[src/rtl/i_fetch_buffered.sv]
// Instruction-fetch stage: issues word fetches to a synchronous instruction memory and
// queues the responses in a small in-order buffer that decode drains via valid/ready.
module i_fetch_buffered #(
  parameter int                    INSTR_WIDTH     = 32,
  parameter int                    ADDR_WIDTH      = 32,
  parameter logic [ADDR_WIDTH-1:0] RESET_PC        = '0,
  parameter int                    FETCH_BUF_DEPTH = 4,
  localparam int                   CNT_WIDTH       = $clog2(FETCH_BUF_DEPTH + 1)
) (
  input  logic                   i_clk,
  input  logic                   i_reset,
  input  logic                   i_redirect_valid,
  input  logic [ADDR_WIDTH-1:0]  i_redirect_pc,
  output logic                   o_imem_req,
  output logic [ADDR_WIDTH-1:0]  o_imem_addr,
  input  logic [INSTR_WIDTH-1:0] i_imem_rdata,
  output logic                   o_IF_valid,
  input  logic                   i_ID_ready,
  output logic [INSTR_WIDTH-1:0] o_IF_instr,
  output logic [ADDR_WIDTH-1:0]  o_IF_program_cntr,
  output logic [ADDR_WIDTH-1:0]  o_IF_program_cntr_next,
  output logic [CNT_WIDTH-1:0]   o_buf_count
);

  localparam int                    PTR_WIDTH  = $clog2(FETCH_BUF_DEPTH);
  localparam logic [CNT_WIDTH:0]    DEPTH_C    = (CNT_WIDTH + 1)'(FETCH_BUF_DEPTH);
  localparam logic [ADDR_WIDTH-1:0] PC_STEP    = ADDR_WIDTH'(4);
  localparam logic [ADDR_WIDTH-1:0] ALIGN_MASK = ~ADDR_WIDTH'(3);

  logic [ADDR_WIDTH-1:0]  pc_q, pc_d;
  logic                   inflight_q, inflight_d;
  logic [ADDR_WIDTH-1:0]  inflight_pc_q, inflight_pc_d;
  logic [PTR_WIDTH-1:0]   rd_ptr_q, rd_ptr_d;
  logic [PTR_WIDTH-1:0]   wr_ptr_q, wr_ptr_d;
  logic [CNT_WIDTH-1:0]   count_q, count_d;

  logic [INSTR_WIDTH-1:0] buf_instr_q [FETCH_BUF_DEPTH];
  logic [ADDR_WIDTH-1:0]  buf_pc_q    [FETCH_BUF_DEPTH];

  // Last presented head, so the data outputs stay put once the buffer empties.
  logic [INSTR_WIDTH-1:0] last_instr_q;
  logic [ADDR_WIDTH-1:0]  last_pc_q;
  logic [ADDR_WIDTH-1:0]  last_next_q;

  logic [CNT_WIDTH:0]     occupancy;
  logic                   issue;
  logic                   has_entry;
  logic                   push;
  logic                   pop;
  logic [INSTR_WIDTH-1:0] head_instr;
  logic [ADDR_WIDTH-1:0]  head_pc;

  // Credit check uses registered state only, so i_ID_ready never reaches o_imem_req.
  always_comb begin
    occupancy  = {1'b0, count_q} + {{CNT_WIDTH{1'b0}}, inflight_q};
    issue      = !i_reset && !i_redirect_valid && (occupancy < DEPTH_C);
    has_entry  = (count_q != '0);
    push       = !i_reset && !i_redirect_valid && inflight_q;
    pop        = !i_reset && !i_redirect_valid && has_entry && i_ID_ready;
    head_instr = buf_instr_q[rd_ptr_q];
    head_pc    = buf_pc_q[rd_ptr_q];
  end

  // NOTE: every next-state signal gets its default first, so no path leaves one unassigned and no latch is inferred.
  always_comb begin
    pc_d          = pc_q;
    inflight_d    = 1'b0;
    inflight_pc_d = inflight_pc_q;
    rd_ptr_d      = rd_ptr_q;
    wr_ptr_d      = wr_ptr_q;
    count_d       = count_q;

    if (i_redirect_valid) begin
      // Flush: drop the in-flight response and every queued entry.
      pc_d     = i_redirect_pc & ALIGN_MASK;
      wr_ptr_d = rd_ptr_q;
      count_d  = '0;
    end else begin
      if (issue) begin
        pc_d          = pc_q + PC_STEP;
        inflight_d    = 1'b1;
        inflight_pc_d = pc_q;
      end
      if (push) wr_ptr_d = wr_ptr_q + PTR_WIDTH'(1);
      if (pop)  rd_ptr_d = rd_ptr_q + PTR_WIDTH'(1);
      unique case ({push, pop})
        2'b10:   count_d = count_q + CNT_WIDTH'(1);
        2'b01:   count_d = count_q - CNT_WIDTH'(1);
        default: count_d = count_q;
      endcase
    end
  end

  // NOTE: sequential state is updated only with non-blocking assignments so every register samples pre-edge values.
  always_ff @(posedge i_clk) begin
    if (i_reset) begin
      pc_q          <= RESET_PC;
      inflight_q    <= 1'b0;
      inflight_pc_q <= '0;
      rd_ptr_q      <= '0;
      wr_ptr_q      <= '0;
      count_q       <= '0;
      last_instr_q  <= '0;
      last_pc_q     <= '0;
      last_next_q   <= '0;
    end else begin
      pc_q          <= pc_d;
      inflight_q    <= inflight_d;
      inflight_pc_q <= inflight_pc_d;
      rd_ptr_q      <= rd_ptr_d;
      wr_ptr_q      <= wr_ptr_d;
      count_q       <= count_d;
      last_instr_q  <= o_IF_instr;
      last_pc_q     <= o_IF_program_cntr;
      last_next_q   <= o_IF_program_cntr_next;
    end
  end

  // NOTE: buffer storage has no reset; count_q alone says which slots hold live entries.
  always_ff @(posedge i_clk) begin
    if (push) begin
      buf_instr_q[wr_ptr_q] <= i_imem_rdata;
      buf_pc_q[wr_ptr_q]    <= inflight_pc_q;
    end
  end

  assign o_imem_req             = issue;
  assign o_imem_addr            = pc_q;
  assign o_IF_valid             = has_entry && !i_redirect_valid;
  assign o_IF_instr             = has_entry ? head_instr : last_instr_q;
  assign o_IF_program_cntr      = has_entry ? head_pc : last_pc_q;
  assign o_IF_program_cntr_next = has_entry ? (head_pc + PC_STEP) : last_next_q;
  assign o_buf_count            = count_q;

endmodule

[config.mk]
export PLATFORM = sky130hd
export DESIGN_NAME = i_fetch_buffered
export DESIGN_NICKNAME = d
export VERILOG_FILES = /design/src/rtl/i_fetch_buffered.sv
export SDC_FILE = /design/constraint.sdc
export NUM_CORES = 1
export LEC_CHECK = 0
export BUFFER_PORTS_ARGS = -buffer_cell sky130_fd_sc_hd__buf_4
export CAP_MARGIN = 20
export CORE_AREA = 2 2 186 188
export CTS_CLUSTER_SIZE = 10
export DETAILED_ROUTE_END_ITERATION = 8
export DIE_AREA = 0 0 188 190
export PLACE_DENSITY_LB_ADDON = 0.12
export REMOVE_ABC_BUFFERS = 1
export SYNTH_ARGS = -nofsm -noshare
export SYNTH_HDL_FRONTEND = slang
export SYNTH_SLANG_ARGS = --single-unit
[constraint.sdc]
create_clock -name i_clk -period 3.05 [get_ports i_clk]
set_clock_uncertainty 0.1 [all_clocks]
set_input_delay 0.305 -clock i_clk [delete_from_list [all_inputs] [get_ports i_clk]]
set_output_delay 0.305 -clock i_clk [all_outputs]
set_load 0.02 [all_outputs]
==> results.sh <==
export IMPL_setup_tns_ns=-4.04
export IMPL_antenna_found_initial=0
export IMPL_arrival_ns=3.03
export IMPL_slew_violations=0
export IMPL_syn_inst=1330
export IMPL_final_util_pct=63.2
export IMPL_numPortBuffers=196
export IMPL_grt_pass1_vias=11400
export IMPL_place_worst_setup_slack_ns=0.0777
export IMPL_violations="negative setup slack"
export IMPL_grt_overflow_total=0
export IMPL_wl_per_cell_um=18.4
export IMPL_synth_top_family_by_area="simple AND/OR/NAND/NOR gates"
export IMPL_syn2layout_area_growth_pct=28.9
export IMPL_grt_max_degree=74
export IMPL_grt_pass1_wl_mm=61.6
export IMPL_whs_path_depth=4
export IMPL_cts_sinks=414
export IMPL_fin_ws_ns=-0.384
export IMPL_relSlewSlack_pct=41.5
export IMPL_via_per_inst=5.42
export IMPL_hpwl_mm=24.4
export IMPL_p_leak_nw=8.20
export IMPL_gp_congestion=0.795
export IMPL_finalCritPeriodShare_pct=113
export IMPL_drive_above_1_share_pct=27.1
export IMPL_cts_made_buffers=48
export IMPL_dieArea_um2=35700
export IMPL_cp_end_kind="output pin"
export IMPL_drt_wl_total_mm=39.4
export IMPL_synth_simple_gate_area_share_pct=13.8
export IMPL_rows=68
export IMPL_async_reset_ff_share_pct=0
export IMPL_powerDensity_nw_per_um2=549
export IMPL_die_h_um=190
export IMPL_synthMuxAreaShare_pct=9.02
export IMPL_crit_type="reg -> out"
export IMPL_drt_iter0_markers=756
export IMPL_synth_area_um2=16600
export IMPL_syn_mean_instance_area_um2=12.5
export IMPL_synth_xor_area_share_pct=1.00
export IMPL_maxCapViolCount=0
export IMPL_dpl_cell_count=1960
export IMPL_holdWs_ns=0.151
export IMPL_dr_total_vias=11600
export IMPL_layout_common_cells="nand2_1, buf_4, edfxtp_1"
export IMPL_final_cell_area_um2=21500
export IMPL_ys_types=61
export IMPL_p_total_mw=11.8
export IMPL_setup_viol=16
export IMPL_root_buffer="clkbuf_16"
export IMPL_synth_adder_area_share_pct=0.647
export IMPL_die_x_um=188
export IMPL_ys_flop_type="edfxtp_1"
export IMPL_detailed_place_area_um2=18900
export IMPL_ant_nets=0
export IMPL_tritoncts="yes"
export IMPL_yosysWarnings=0
export IMPL_clk_pin_slew_ns=0.06
export IMPL_antennaDiodeCount=0
export IMPL_yosys_register_bits=414
export IMPL_max_freq_ghz=0.291
export IMPL_hold_start="i_ID_ready"
export IMPL_core_area_um2=33900
export IMPL_drc_errors=0
export IMPL_yosysSeqAreaShare_pct=64.7
export IMPL_layout_commonest_cell="nand2_1"
export IMPL_worst_path_max_fanout=8
export IMPL_fin_cells=2142
export IMPL_max_slew_worst_pin_slew_ns=0.878
export IMPL_dr_pass1_iters=5
export IMPL_hold_class="in -> reg"
export IMPL_rsz0062_at_grt="true"
export IMPL_synth_edf_count=248
export IMPL_required_ns=2.64
export IMPL_irDropWorstVdd_mv=0.484
export IMPL_worstSetupStartpointType="register"
export IMPL_num_io_pins=201
export IMPL_hold_viol_final=0
export IMPL_floorplan_initialDensity_pct=49.0
export IMPL_htreeDepth=2
export IMPL_synth_compound_area_share_pct=8.31
export IMPL_status="finished with violations"
export IMPL_cts_path_max_buffers=3
export IMPL_period_minus_slack_ns=3.43
export IMPL_clk_latency_ns=0.55
export IMPL_nNetsFinal=1725
export IMPL_grt_use_total_pct=22.0
export IMPL_r2r_cells=15
==> logic make-up (layout without fill, tap and decap cells) <==
logic type / count (synthesis) / after routing
buffers and inverters: 97 / 453
other: 1 / 2
adder cells (fa/ha/maj): 8 / 8
AO/OA/AOI/OAI: 233 / 233
AND/OR/NAND/NOR: 488 / 488
flip-flops: 414 / 414
multiplexers: 70 / 70
XOR/XNOR: 19 / 19
==> timing repair <==
item	CTS	global route
setup endpoints to repair	24	40
buffers inserted	25	4
hold buffers	64	0
gates cloned	1	0
pin swaps	10	11
gates resized for setup	38	36
hold endpoints to repair	171	0
==> worst paths after layout <==
| check | to | slack [ns] |
|---|---|---|
| setup / recovery | o_IF_program_cntr_next[26] | -0.38 |
| hold / removal | rd_ptr_q[0]$_SDFFE_PP0P_ | 0.15 |
| setup reg to reg | last_next_q[23]$_SDFF_PP0_ | 0.07 |
| hold reg to reg | last_instr_q[10]$_SDFF_PP0_ | 0.36 |
==> cell usage after synthesis, types with 22 or more instances <==
| master | instances | area share (%) |
|---|---|---|
| edfxtp_1 | 248 | 45 |
| nor2_1 | 54 | 1.2 |
| dfxtp_1 | 166 | 20 |
| and2_1 | 35 | 1.3 |
| a21oi_1 | 124 | 3.7 |
| mux4_2 | 57 | 7.7 |
| nand3_1 | 25 | 0.75 |
| and3_1 | 22 | 0.83 |
| nand2_1 | 275 | 6.2 |
| a31oi_1 | 23 | 0.86 |
| clkbuf_1 | 51 | 1.2 |
| o21ai_0 | 26 | 0.78 |
==> power by group <==
group / switching [mW] / internal, mW
logic: 0.312 / 0.259
clock network: 2.13 / 3.04
registers: 0.0632 / 5.97
total: 2.50 / 9.27
==> state kept, by name, summed over array words and instances, names as in the netlist, 3 cells and up, named ones only <==
signal and cells:
buf_instr_q 128, buf_pc_q 120, last_instr_q 32, last_next_q 32
last_pc_q 32, inflight_pc_q 30, o_imem_addr 30, o_buf_count 3
==> routing by layer <==
metal,vias to the layer above,GRT usage (%),part of all wire (%)
met5,-,0,0
met4,0,7.15,2.5
met3,74,3.50,5.8
met2,375,35.4,46
met1,5605,30.9,45
li1,5555,-,-
==> layout make-up <==
cell class              instances  area, um2
repair buffers                346       2950
flip-flops and latches        414      10800
clock buffers                  84       1380
inverters                      19       71.3
well taps                     455        569
fillers                      2658      12500
multi-input cells             820       5680
clock inverters                 4       31.3
==> worst max-delay path: stages, from the launching register on <==
cell and delay, ns:
dfxtp_4 0.39, buf_12 0.16, buf_12 0.14, mux4_2 0.35, nand4_1 0.14, or4_4 0.51
or4_4 0.57, nand3_2 0.09, buf_6 0.12
(Power assumes the default switching activity.)
